===== src/rtl/imm_ext_arbiter.sv =====
`default_nettype none
// ============================================================================
// Module      : imm_ext_arbiter
// Description : Round-robin arbiter sharing one 16->32 immediate extender
//               between two requesters, with a single-entry output register.
//               Optional zero-extension select: define IMM_EXT_ZEXT_EN.
// Revision    : 1.0 - initial release
// ============================================================================
module imm_ext_arbiter #(
    parameter int RESET_PRIO = 0
) (
    input  logic        clk,
    input  logic        rst,
    input  logic        req0_valid,
    input  logic [15:0] req0_imm16,
`ifdef IMM_EXT_ZEXT_EN
    input  logic        req0_zext,
`endif
    output logic        req0_ready,
    input  logic        req1_valid,
    input  logic [15:0] req1_imm16,
`ifdef IMM_EXT_ZEXT_EN
    input  logic        req1_zext,
`endif
    output logic        req1_ready,
    output logic        resp_valid,
    output logic        resp_id,
    output logic [31:0] resp_imm32,
    input  logic        resp_ready
);

    localparam logic c_reset_ptr = (RESET_PRIO != 0);

    typedef enum logic [0:0] {
        ST_EMPTY = 1'b0,
        ST_FULL  = 1'b1
    } state_t;

    state_t      r_state;
    logic        r_ptr;
    logic        r_resp_id;
    logic [31:0] r_resp_imm32;

    logic        w_resp_xfer;
    logic        w_can_accept;
    logic        w_grant0;
    logic        w_grant1;
    logic        w_grant;
    logic [15:0] w_sel_imm;
    logic        w_sel_zext;
    logic [31:0] w_ext;

    assign w_resp_xfer  = (r_state == ST_FULL) && resp_ready;
    // Reset gating keeps the readies low even though the state is already EMPTY.
    assign w_can_accept = !rst && ((r_state == ST_EMPTY) || w_resp_xfer);
    assign w_grant0     = w_can_accept && req0_valid && (!req1_valid || !r_ptr);
    assign w_grant1     = w_can_accept && req1_valid && (!req0_valid ||  r_ptr);
    assign w_grant      = w_grant0 || w_grant1;

    assign w_sel_imm = w_grant1 ? req1_imm16 : req0_imm16;
`ifdef IMM_EXT_ZEXT_EN
    assign w_sel_zext = w_grant1 ? req1_zext : req0_zext;
`else
    assign w_sel_zext = 1'b0;
`endif
    assign w_ext = {(w_sel_zext ? 16'h0000 : {16{w_sel_imm[15]}}), w_sel_imm};

    always_ff @(posedge clk or posedge rst) begin
        if (rst) begin
            r_state      <= ST_EMPTY;
            r_ptr        <= c_reset_ptr;
            r_resp_id    <= 1'b0;
            r_resp_imm32 <= 32'h0000_0000;
        end else begin
            case (r_state)
                ST_EMPTY: begin
                    if (w_grant) begin
                        r_state <= ST_FULL;
                    end
                end
                ST_FULL: begin
                    if (w_resp_xfer && !w_grant) begin
                        r_state <= ST_EMPTY;
                    end
                end
                default: r_state <= ST_EMPTY;
            endcase
            if (w_grant) begin
                r_resp_id    <= w_grant1;
                r_resp_imm32 <= w_ext;
                r_ptr        <= w_grant0;
            end
        end
    end

    assign req0_ready = w_grant0;
    assign req1_ready = w_grant1;
    assign resp_valid = (r_state == ST_FULL);
    assign resp_id    = r_resp_id;
    assign resp_imm32 = r_resp_imm32;

endmodule
`default_nettype wire

===== config.mk =====
export PLATFORM = sky130hd
export DESIGN_NAME = imm_ext_arbiter
export DESIGN_NICKNAME = d
export VERILOG_FILES = /design/src/rtl/imm_ext_arbiter.sv
export SDC_FILE = /design/constraint.sdc
export NUM_CORES = 1
export LEC_CHECK = 0
export BUFFER_PORTS_ARGS = -buffer_cell sky130_fd_sc_hd__buf_2
export CAP_MARGIN = 20
export CORE_MARGIN = 2
export CORE_UTILIZATION = 30
export DETAILED_ROUTE_END_ITERATION = 6
export SETUP_SLACK_MARGIN = 0.5
export SYNTH_ARGS = -nofsm -noshare
export SYNTH_HDL_FRONTEND = slang
export SYNTH_SLANG_ARGS = --single-unit

===== constraint.sdc =====
create_clock -name clk -period 1.6 [get_ports clk]
set_clock_uncertainty 0.1 [all_clocks]
set_input_delay 0.32 -clock clk [delete_from_list [all_inputs] [get_ports clk]]
set_output_delay 0.32 -clock clk [all_outputs]
set_load 0.01 [all_outputs]

# Word level (Yosys, flattened, before mapping)
# Index checks and enable logic that the tools add are counted.
# totals
regBits,19
out_inout_bits,36
elab_cells,25
# classes
muxes,4
n_bitwise,1
reduce_logical,16
# ops
op,count
16-bit two-way mux,1
1-bit logical AND,7
1-bit logical NOT,5
1-bit logical OR,4
1-bit two-way mux,2
1-bit case mux with 2 select lines,1
1-bit inverter,1

# Logic depth before layout (Yosys ltp)
# logic_depth
depth_word,10
depth_mapped,7

# Worst setup path after synthesis
# No wires, ideal clock.
# synth_path
path_kind,input -> register
start,input port rst
end,register r_resp_imm32[0] (netlist: resp_imm32[0])
cell_stages,4
t_arrival_ps,1531
setup_slack_ps,-115
setup_ps,83
t_required_ps,1417
path_cell_list,clkinv_1 clkbuf_1 a31oi_1 a31oi_1
# synth_between
elab_chain_len,5
# synth_rtl
item,line,rtl
"start, declared",13,"input logic rst,"
1-bit logical NOT (no source line) (*),n/a,
1-bit logical AND (*),55,assign w_can_accept = !rst && ((r_state == ST_EMPTY) || w_resp_xfer);
"1-bit logical AND, on equally long branches (2 in a row)","57, 56",
16-bit two-way mux or 1-bit logical OR (tied branches),"60, 58",
"end signal, assigned",90,r_resp_imm32 <= w_ext;
"end, declared",42,logic [31:0] r_resp_imm32;
# Every way passes the cells marked *; elsewhere a longest branch is shown, timed or not.
# A chain may end at the register's enable or synchronous reset.

# Worst setup path after layout
# layout_path
start,register r_state (netlist: resp_valid)
end,output port req1_ready
# layout_between
elab_chain_len,5
# layout_rtl
item,line,rtl
"start, declared",39,state_t r_state;
"start signal, assigned",70,r_state <= ST_EMPTY;
"start signal, assigned",78,r_state <= ST_FULL;
"start signal, assigned",83,r_state <= ST_EMPTY;
1-bit logical AND or 1-bit inverter (tied branches),"53, 55",
1-bit logical OR (*),55,
1-bit logical AND (*),55,
1-bit logical AND (*) (2 in a row),57,assign w_grant1 = w_can_accept && req1_valid && (!req0_valid || r_ptr);
"end, declared",25,"output logic req1_ready,"
# Marked as above.

==> run metrics <==
result of the run finished, violations left; violations in the final reports setup timing; RSZ-0062 raised after global routing true; number of buffers created by CTS 3; type of destination of the critical path primary output; buffer depth of the longest clock path 2; cell types with the largest area share after synthesis dfrtp_1 36%, a31oi_1 15%, o41ai_1 11%, buf_4 9.6%, or4_1 9.6%; most common cell in the netlist a31oi_1; Mapped Nets 186; top fanout value on the critical path 2; pwr/cell area 879 nW/um2; Post-Place Cells 252; number of diodes added for antenna fixing 0; fraction of final layout cells sized beyond drive strength 1 67.4%; first-pass GRT wire length 7000 um; reg-to-reg critical path startpoint resp_valid; Maximum Capacitance Violations 0; number of sinks driven by the clock tree 19; vertical extent of the die 70.4 um; number of distinct standard cells referenced by the synthesized netlist 21; Top FF cell, synth dfrtp_1; Post-Route Setup TNS -2.01 ns; number of iterations in the first detailed-routing pass 4; detailed-route wire length on metal 1 1930 um; drt total wl 4900 um; maximum number of pins on one net before global-route repair 34; hold buffer count at cts 0; total number of yosys warnings 0; Post-DP HPWL 2810 um; Layout Area Growth over Synthesis 81.9%; kind of start point of the critical path register; count of final setup violators 18; top cell type's share of synthesized area 35.9%; endpoint required time on the critical path 1.18 ns; arrival time at the worst endpoint 1.41 ns; Placer Congestion 0.890; cell row count 24; number of pins exceeding their max-slew limit in the final report 0; launch point of the worst hold path req0_imm16[14]; post-synthesis instance area 1320 um2; DIE WIDTH 70.4 um; count of flip-flops with a built-in enable after synthesis 0; core footprint 4290 um2; later-pin clock latency in the skew report 0.26 ns; Hold Path Class in2reg; overflow left after global routing 0; register bit count reported by yosys 19; Cell Chain, Critical Path nor2b_4 -> or4_4 -> inv_2 -> buf_6; floorplan die area 4960 um2; count of placed standard cells in the final layout, fillers left out 291; uppermost layer routed met4; detailed route wirelength on metal2 2590 um; cell types with the highest counts after synthesis 32 x a31oi_1, 19 x dfrtp_1, 17 x buf_4, 17 x nand2_1, 17 x or4_1; detailed-route via count 1,621; headroom to the max-slew limit 76.1%; violation count after the first detailed-routing iteration 72; number of instances in the synthesized netlist 149; clock transition time at the flip-flop clock pins of the worst setup and hold paths 0.08 ns; largest incremental delay on the critical path 0.48 ns; Largest delay share family, worst path simple AND/OR/NAND/NOR gates; detailed-routed wire length on met3 247 um; H-Tree Depth 1; period utilization 115%; top-level I/O count 73; number of antenna-violating nets in the routed design 0; min setup slack post-route -0.235 ns; startpoint-to-endpoint class of the critical path reg2out; worst setup slack for register-to-register paths -0.20 ns; total routing usage reported by global routing 17.4%; Static Leakage 1.09 nW; final-report hold violation count 0; launch point of the worst path resp_valid; worst path bufs/invs 2; via count normalized by instance count 5.57; post-synthesis average cell area 8.88 um2; number of global-route vias before repair 1,537; cell at the root of the clock tree clkbuf_8; proportion of synthesized flip-flops having asynchronous set or reset 100%; WL per Instance 16.8 um; CTS tree built; slowest cell on the critical path or4_4; maximum VDD drop 0.000389 V; sequential fraction of the synthesis area 35.9%; Residual DRC 0; number of nets in the finished design 277; # port buffers 72; number of antenna violations at the first check in global routing 0; Initial Util 30.8%; post-synth top area cell dfrtp_1; post-layout min period 1.83 ns; slew of the pin with the lowest slew margin 0.354 ns; maximum clock frequency 545 MHz
[cells by family (layout without fill, tap and decap cells)]
logic type,after synthesis,count (layout),synth area share [%]
compound gates,50,50,26.7
flops,19,19,35.9
simple gates,41,42,18.9
buf+inv,39,128,18.5
[registers in the layout, indices dropped and copies added, names as in the netlist]
| register | flops |
|---|---|
| resp_imm32 | 16 |
| r_ptr | 1 |
| resp_id | 1 |
| resp_valid | 1 |
[cell type report]
cell class,instances,area (um2)
Tap cell,52,65.1
Sequential cell,19,477
Inverter,4,15.0
Fill cell,368,1890
Multi-Input combinational cell,92,830
Timing Repair Buffer,120,976
Clock buffer,4,45.0
[report_power, final]
part	internal, mW	leakage (nW)	switching (mW)	total (mW)
logic	0.629	0.852	0.516	1.15
registers	0.574	0.211	0.0560	0.630
clock network	0.177	0.0228	0.165	0.342
total	1.38	1.09	0.737	2.12
[through the flow]
stage / hold WS (ns) / setup slack [ns] / cell area (um2) / total power [mW] / util [%]
2_1_floorplan: 0.334 / 0.0628 / 1360 / 1.11 / -
3_3_place_gp: 0.414 / -0.00990 / 1690 / 1.31 / 39.5
3_5_place_dp: 0.420 / -0.0123 / 1690 / 1.31 / 39.5
4_1_cts: 0.172 / -0.233 / 2240 / 1.98 / 52.3
5_1_grt: 0.217 / -0.279 / 2410 / 2.22 / 56.1
6_report: 0.215 / -0.235 / 2410 / 2.12 / 56.1
[worst register-to-register path: stages, from the launching register on]
cell and delay, ns:
dfrtp_1 0.38, nor2b_4 0.14, buf_4 0.13, buf_6 0.13, buf_6 0.13, buf_6 0.11
or4_4 0.41, a31oi_2 0.19
[cell usage in the layout (no fill, tap or decap), drive strengths merged]
cell,instances
clkbuf,4
a21o,1
o41ai,16
a31oi,32
and3,2
inv,3
clkinv,1
and4,1
nor2b,2
buf,120
nand2b,1
dfrtp,19
or4,17
nand2,17
or2,2
o21ai,1
[routing by layer]
layer,vias up,GRT usage [%]
met3,16,2.31
met1,792,21.5
met2,65,30.8
met5,-,0
li1,748,-
met4,0,5.98
[timing repair]
| item | 4_1_cts | 5_1_grt |
|---|---|---|
| endpoints found under the setup margin | 55 | 55 |
| pin swaps | 42 | 7 |
| resized for setup | 52 | 20 |
| cloned | 2 | 1 |
| buffers inserted | 25 | 7 |
[final timing paths]
path                                  endpoint  depth (start not counted)
worst max-delay path                req1_ready                          4
worst min-delay path            resp_imm32[14]                          3
worst max register to register   resp_imm32[4]                          7
worst min register to register         resp_id                          2
max in group asynchronous       resp_imm32[15]                          4
min in group asynchronous       resp_imm32[10]                          4
No activity file was read; power rests on OpenSTA's default activity.
